--- src/rtl/capstone_pkg.sv ---
// Shared types and limits for the Capstone arithmetic datapath.
package capstone_pkg;

  typedef enum logic [1:0] {
    IDLE = 2'd0,
    RUN  = 2'd1,
    DONE = 2'd2
  } state_t;

  localparam int CAPSTONE_MAX_WIDTH = 32;

endpackage

--- src/rtl/full_subtractor.sv ---
// One-bit full subtractor: d = x - y - Bin, Bout set when the result borrows.
module full_subtractor (
  input  logic x,
  input  logic y,
  input  logic Bin,
  output logic d,
  output logic Bout
);

  assign d    = x ^ y ^ Bin;
  assign Bout = (~x & y) | (~(x ^ y) & Bin);

endmodule

--- src/rtl/serial_subtractor_ctrl.sv ---
// Bit-serial A - B controller: walks one full_subtractor over WIDTH cycles, LSB
// first, with a start/busy/done handshake.
//
//   state | meaning
//   IDLE  | waiting for start; operands captured on the accepting edge
//   RUN   | one bit per cycle through u_fs, result shifts in from the MSB
//   DONE  | diff/bout freshly loaded, done pulses for this one cycle
module serial_subtractor_ctrl
  import capstone_pkg::*;
#(
  parameter int WIDTH = 8
) (
  input  logic             clk,
  input  logic             rst,
  input  logic             start,
  input  logic [WIDTH-1:0] a,
  input  logic [WIDTH-1:0] b,
  output logic             busy,
  output logic             done,
  output logic [WIDTH-1:0] diff,
  output logic             bout
);

  localparam int             CNT_W    = $clog2(WIDTH) + 1;
  localparam logic [CNT_W-1:0] CNT_LAST = CNT_W'(WIDTH - 1);

  generate
    if (WIDTH < 1 || WIDTH > CAPSTONE_MAX_WIDTH) begin : g_width_check
      $error("serial_subtractor_ctrl: WIDTH out of range");
    end
  endgenerate

  state_t           state;
  logic [WIDTH-1:0] a_sr;
  logic [WIDTH-1:0] b_sr;
  logic [WIDTH-1:0] r_sr;
  logic [WIDTH-1:0] r_next;
  logic             borrow;
  logic [CNT_W-1:0] cnt;
  logic             fs_d;
  logic             fs_bout;

  full_subtractor u_fs (
    .x    (a_sr[0]),
    .y    (b_sr[0]),
    .Bin  (borrow),
    .d    (fs_d),
    .Bout (fs_bout)
  );

  // Widening before the shift keeps WIDTH=1 legal; the dropped MSB is always 0.
  assign r_next = WIDTH'({fs_d, r_sr} >> 1);

  always_ff @(posedge clk) begin
    if (rst) begin
      state  <= IDLE;
      a_sr   <= '0;
      b_sr   <= '0;
      r_sr   <= '0;
      borrow <= 1'b0;
      cnt    <= '0;
      diff   <= '0;
      bout   <= 1'b0;
    end else begin
      case (state)
        IDLE: begin
          if (start) begin
            a_sr   <= a;
            b_sr   <= b;
            borrow <= 1'b0;
            cnt    <= '0;
            state  <= RUN;
          end
        end
        RUN: begin
          r_sr   <= r_next;
          a_sr   <= a_sr >> 1;
          b_sr   <= b_sr >> 1;
          borrow <= fs_bout;
          cnt    <= cnt + CNT_W'(1);
          if (cnt == CNT_LAST) begin
            diff  <= r_next;
            bout  <= fs_bout;
            state <= DONE;
          end
        end
        DONE:    state <= IDLE;
        default: state <= IDLE;
      endcase
    end
  end

  assign busy = (state == RUN);
  assign done = (state == DONE);

endmodule

--- config.mk ---
export PLATFORM = sky130hd
export DESIGN_NAME = serial_subtractor_ctrl
export DESIGN_NICKNAME = d
export VERILOG_FILES = /design/src/rtl/capstone_pkg.sv /design/src/rtl/full_subtractor.sv /design/src/rtl/serial_subtractor_ctrl.sv
export SDC_FILE = /design/constraint.sdc
export NUM_CORES = 1
export LEC_CHECK = 0
export ABC_CLOCK_PERIOD_IN_PS = 1770
export CAP_MARGIN = 20
export CORE_UTILIZATION = 51
export DETAILED_ROUTE_END_ITERATION = 10
export PLACE_DENSITY = 0.77
export SYNTH_ARGS = -nofsm -noshare
export SYNTH_HDL_FRONTEND = slang
export SYNTH_HIERARCHICAL = 1
export SYNTH_SLANG_ARGS = --single-unit
--- constraint.sdc ---
create_clock -name clk -period 1.77 [get_ports clk]
set_clock_uncertainty 0.15 [all_clocks]
set_input_delay 0.354 -clock clk [delete_from_list [all_inputs] [get_ports clk]]
set_output_delay 0.354 -clock clk [all_outputs]
set_load 0.005 [all_outputs]
Yosys cells after proc, flatten, opt, wreduce, memory -nomap -nowiden
Cells that the tools add are included.
W data, S select, Z words.

operators by class
  $add $sub $neg = 1
  $mul = 0
  div/mod/pow operators = 0
  $lt $le $gt $ge = 0
  eq/ne operators = 5
  shifts and indexed selects = 0
  muxes and demuxes = 11
  bitwise operators = 7
  reductions and logical operators = 5

operator list
  operator               count
  $pmux W8 S2            2
  $mux W8                2
  $pmux W4 S2            1
  $reduce_and A2 Y1      3
  $add A4 B1 Y4 const B  1
  $eq A4 B3 Y1 const B   1
  $mux W2                2
  $mux W4                1
  $pmux W2 S2            1
  $and A1 B1 Y1          2
  $eq A2 B1 Y1 const B   1
  $eq A2 B2 Y1 const B   1
  $logic_not A2 Y1       1
  $ne A2 B1 Y1 const B   1
  $ne A2 B2 Y1 const B   1
  $not A1 Y1             2
  $pmux W1 S2            1
  $reduce_bool A2 Y1     1
  $xor A1 B1 Y1          2
  $mux W1                1
  $or A1 B1 Y1           1

storage, ports and cells
  register bits after elaboration = 40
  latch bits = 0
  bits in writable memories = 0
  bits in read-only memories = 0
  output and inout bits = 11
  word-level logic and storage cells = 37
  memories = 0

Depth between registers and ports, before layout
  depth in word-level cells = 5
  gate-level depth with buffers = 7
  depth with buffers taken out = 5

Hierarchy
The synthesis kept the hierarchy.

modules (own cells, without submodules)
  module                  times used  cells each  area an instance (sq um)  seq. area each (sq um)
  serial_subtractor_ctrl  1           189         1715.4                    780.7
  full_subtractor         1           4           31.3                      0.0

Worst setup path after synthesis
Ideal clock, no wire load.

  path kind = reg2out
  start = reg state[1]
  end = out done
  data arrival time = 0.898 ns
  required time = 1.266 ns
  slack = 0.368 ns
  cell stages (with the launch flop) = 5
  path through = dfxtp_1 -> buf_6 -> inv_1 -> clkbuf_1 -> nor2_1

on the way
  cells in the longest elaborated chain, start to end = 1

ends and longest elaborated chain
  what                      line                          source
  start: declaration        serial_subtractor_ctrl.sv:33  state_t state;
  start signal: assignment  serial_subtractor_ctrl.sv:56  state <= IDLE;
  start signal: assignment  serial_subtractor_ctrl.sv:72  state <= RUN;
  start signal: assignment  serial_subtractor_ctrl.sv:84  state <= DONE;
  $eq A2 B2 Y1              serial_subtractor_ctrl.sv:94  assign done = (state == DONE);
  end: declaration          serial_subtractor_ctrl.sv:19  output logic done,

Every way passes these cells.

Worst setup path after layout
  start = reg diff[5]
  end = out diff[5]

RTL lines
  what                      line                          source
  start: declaration        serial_subtractor_ctrl.sv:20  output logic [WIDTH-1:0] diff,
  start signal: assignment  serial_subtractor_ctrl.sv:82  diff <= r_next;

No word-level cell between the ends.

==> results.py <==
metrics = {
    "timing": {
        "finalSetupViolCount": 0,
        "hold_viol": 0,
        "grt_setup_unrepaired": "false",
        "setup_tns_ns": 0,
        "period_needed_ns": 1.71,
        "max_slew.worst_pin.slew_ns": 0.442,
        "min_period_over_period_pct": 96.7,
        "max_freq_mhz": 584,
        "max_slew_margin_pct": 70.5,
        "drv_slew": 0,
    },
    "routing": {
        "met3_wirelength_um": 178,
        "vias": 1477,
        "maxUsedRoutingLayer": "met4",
        "drt_iter0_markers": 82,
        "first_pass_iters": 4,
        "met2_length_mm": 1.83,
        "wire_per_inst_um": 13.6,
        "postRouteAntennaNets": 0,
        "vias_per_cell": 5.41,
        "drt-total-wl_mm": 3.70,
        "wl_met1_mm": 1.65,
        "drc": 0,
    },
    "logic_synthesis": {
        "synth_area_leaders": "dfxtp_1 (45%), nor2_1 (6.9%), nand2b_1 (6.8%)",
        "ys_seq_elements": 39,
        "syn_nets": 214,
        "ys_seq_area_share_pct": 44.7,
        "yosysWarnings": 6,
        "ys_types": 29,
        "synth-edff-count": 0,
        "yosys.area.top_type_share_pct": 44.7,
        "syn-instance-count": 193,
        "synthesis.area_mm2": 0.00175,
        "avgSynthCellArea_um2": 9.05,
        "yosys-top-cells-count": "dfxtp_1 (39), nor2_1 (32), nand2b_1 (19), nand2_1 (17), a211oi_1 (15)",
        "synth_ff_type": "dfxtp_1",
        "yosysMostFrequentCell": "dfxtp_1",
        "async_reset_ff_share_pct": 0,
        "yosysTopAreaCell": "dfxtp_1",
    },
    "placed_design": {
        "place.gp.congestion": 0.811,
        "dp_hpwl_mm": 2.61,
        "portBuffers": 29,
        "place_area_mm2": 0.00209,
    },
    "clocking": {
        "cts_buffers": 5,
        "clk_path_buf_depth": 2,
        "cts_sinks": 39,
        "cts_tree": "yes",
        "htreeDepth": 2,
        "hold_buffers": 0,
        "clkLatencyLatePin_ns": 0.35,
        "path_clk_slew_ns": 0.11,
        "root_buffer": "clkbuf_4",
    },
    "global_routing": {
        "grt_max_degree": 49,
        "grtUsageTotal_pct": 22.6,
        "grt_pass1_vias": 1423,
        "grt_remaining_overflow": 0,
        "grt_pass1_wl_mm": 6.04,
        "antenna_found_initial": 0,
    },
    "critical_path": {
        "cp.buffers_inverters": 1,
        "ff2ff_setup_slack_ns": 0.23,
        "crit_path_end_kind": "output port",
        "worstPathRequired_ns": 1.27,
        "cp.depth": 1,
        "critPathMaxFanout": 2,
        "worstRegToRegCells": 4,
        "crit_chain": "clkdlybuf4s50_1",
        "arrival_ns": 1.21,
        "criticalPathCategory": "flop to output port",
        "cpPeakStageDelay_ns": 0.50,
        "rr_startpoint": "cnt[0]",
        "critPathTopFamily": "buffers and inverters",
        "timing.rr.end": "diff[1]",
        "slowest_stage": "clkdlybuf4s50_1",
        "cp-start-kind": "flop",
    },
    "finish": {
        "drive_gt1_share_pct": 11.4,
        "fin_util_pct": 68.5,
        "syn2layout_area_growth_pct": 23.6,
        "stdcell_area_mm2": 0.00216,
        "fin_nets": 249,
        "diodes": 0,
    },
    "die": {
        "die_height_um": 60.5,
        "die_w_um": 60.5,
        "core_area_mm2": 0.00315,
        "num_rows": 20,
        "io-pin-count": 30,
        "dieArea_mm2": 0.00366,
        "start_util_pct": 55.4,
    },
    "power_and_ir_drop": {
        "leakage_nw": 0.823,
        "ir_drop_v": 0.000396,
        "cellPowerDensity_mw_per_mm2": 746,
    },
    "worst_hold_path": {
        "min_path_type": "flop to flop",
        "whs_path_depth": 2,
        "hold_path_end": "r_sr[1]",
        "hold_path.startpoint": "r_sr[1]",
    },
    "job": {
        "drv_cap": 0,
    },
    "outcome": {
        "status": "complete, no violations",
    },
}
==> per-stage QoR <==
step                      std cells  hold WS [ns]  setup WS (ns)  total power [mW]
final                           273         0.322         0.0584              1.61
after global routing            273         0.349        0.00723              1.68
after CTS                       273         0.324         0.0305              1.63
after detailed placement        263         0.307        -0.0278              1.19
after global placement          263         0.296         0.0721              1.18
after floorplan                 193         0.287          0.368              1.10
==> sequential cells by signal, summed over array words and instances, names as in the netlist <==
signal  cells
b_sr        8
borrow      1
diff        8
bout        1
a_sr        8
state       2
r_sr        7
cnt         4
==> per-layer routing <==
| metal | vias to the layer above | GRT usage [%] |
|---|---|---|
| met5 | - | 0 |
| met4 | 0 | 10.7 |
| met3 | 4 | 6.61 |
| met2 | 37 | 37.5 |
| met1 | 701 | 27.0 |
| li1 | 735 | - |
==> report_power, final <==
group | internal (mW) | switching (mW)
Clock | 0.155 | 0.286
Combinational | 0.117 | 0.111
Sequential | 0.917 | 0.0260
==> how the worst max path moves through the flow <==
| stage | from | endpoint | slack [ns] |
|---|---|---|---|
| global route | diff[7] | diff[7] | 0.007 |
| CTS | state[1] | done | 0.03 |
| detailed placement | start | a_sr[7] | -0.03 |
| global placement | start | a_sr[7] | 0.07 |
| finish | diff[5] | diff[5] | 0.06 |
| floorplan | state[1] | done | 0.37 |
==> timing repair <==
item / CTS / global route
endpoints found under the setup margin: 2 / 2
buffers inserted: 2 / 0
resized for setup: 4 / 2
gates cloned: 0 / 0
pin swaps: 0 / 0
==> kinds of logic after synthesis <==
logic type / Yosys count / synth area share (%)
AO/OA/AOI/OAI: 44 / 18.5
multiplexers: 9 / 5.16
AND/OR/NAND/NOR: 78 / 22.6
buffers and inverters: 21 / 7.16
adder cells (fa/ha/maj): 2 / 1.86
flip-flops: 39 / 44.7
==> layout by cell type, fill, tap and decap left out, drive strengths merged, types with 2 or more instances in the layout <==
master | Yosys | layout
buf | 7 | 14
o2bb2ai | 11 | 11
a31oi | 2 | 2
o22ai | 3 | 3
dfxtp | 39 | 39
a22oi | 4 | 4
mux2i | 9 | 9
inv | 6 | 6
nand3b | 2 | 2
nand2 | 17 | 17
a211oi | 15 | 15
nand3 | 2 | 2
nand2b | 20 | 20
clkbuf | 8 | 7
a21oi | 7 | 7
clkdlybuf4s50 | 0 | 27
nor2 | 33 | 33
==> final cells by class <==
type	count	area [um2]
fill	279	993
multi-input combinational	133	841
sequential	39	785
timing repair buffer	43	407
tap	44	55.1
clock buffer	7	45.0
inverter	6	22.5
clock inverter	1	5.00
(Power assumes the default switching activity.)
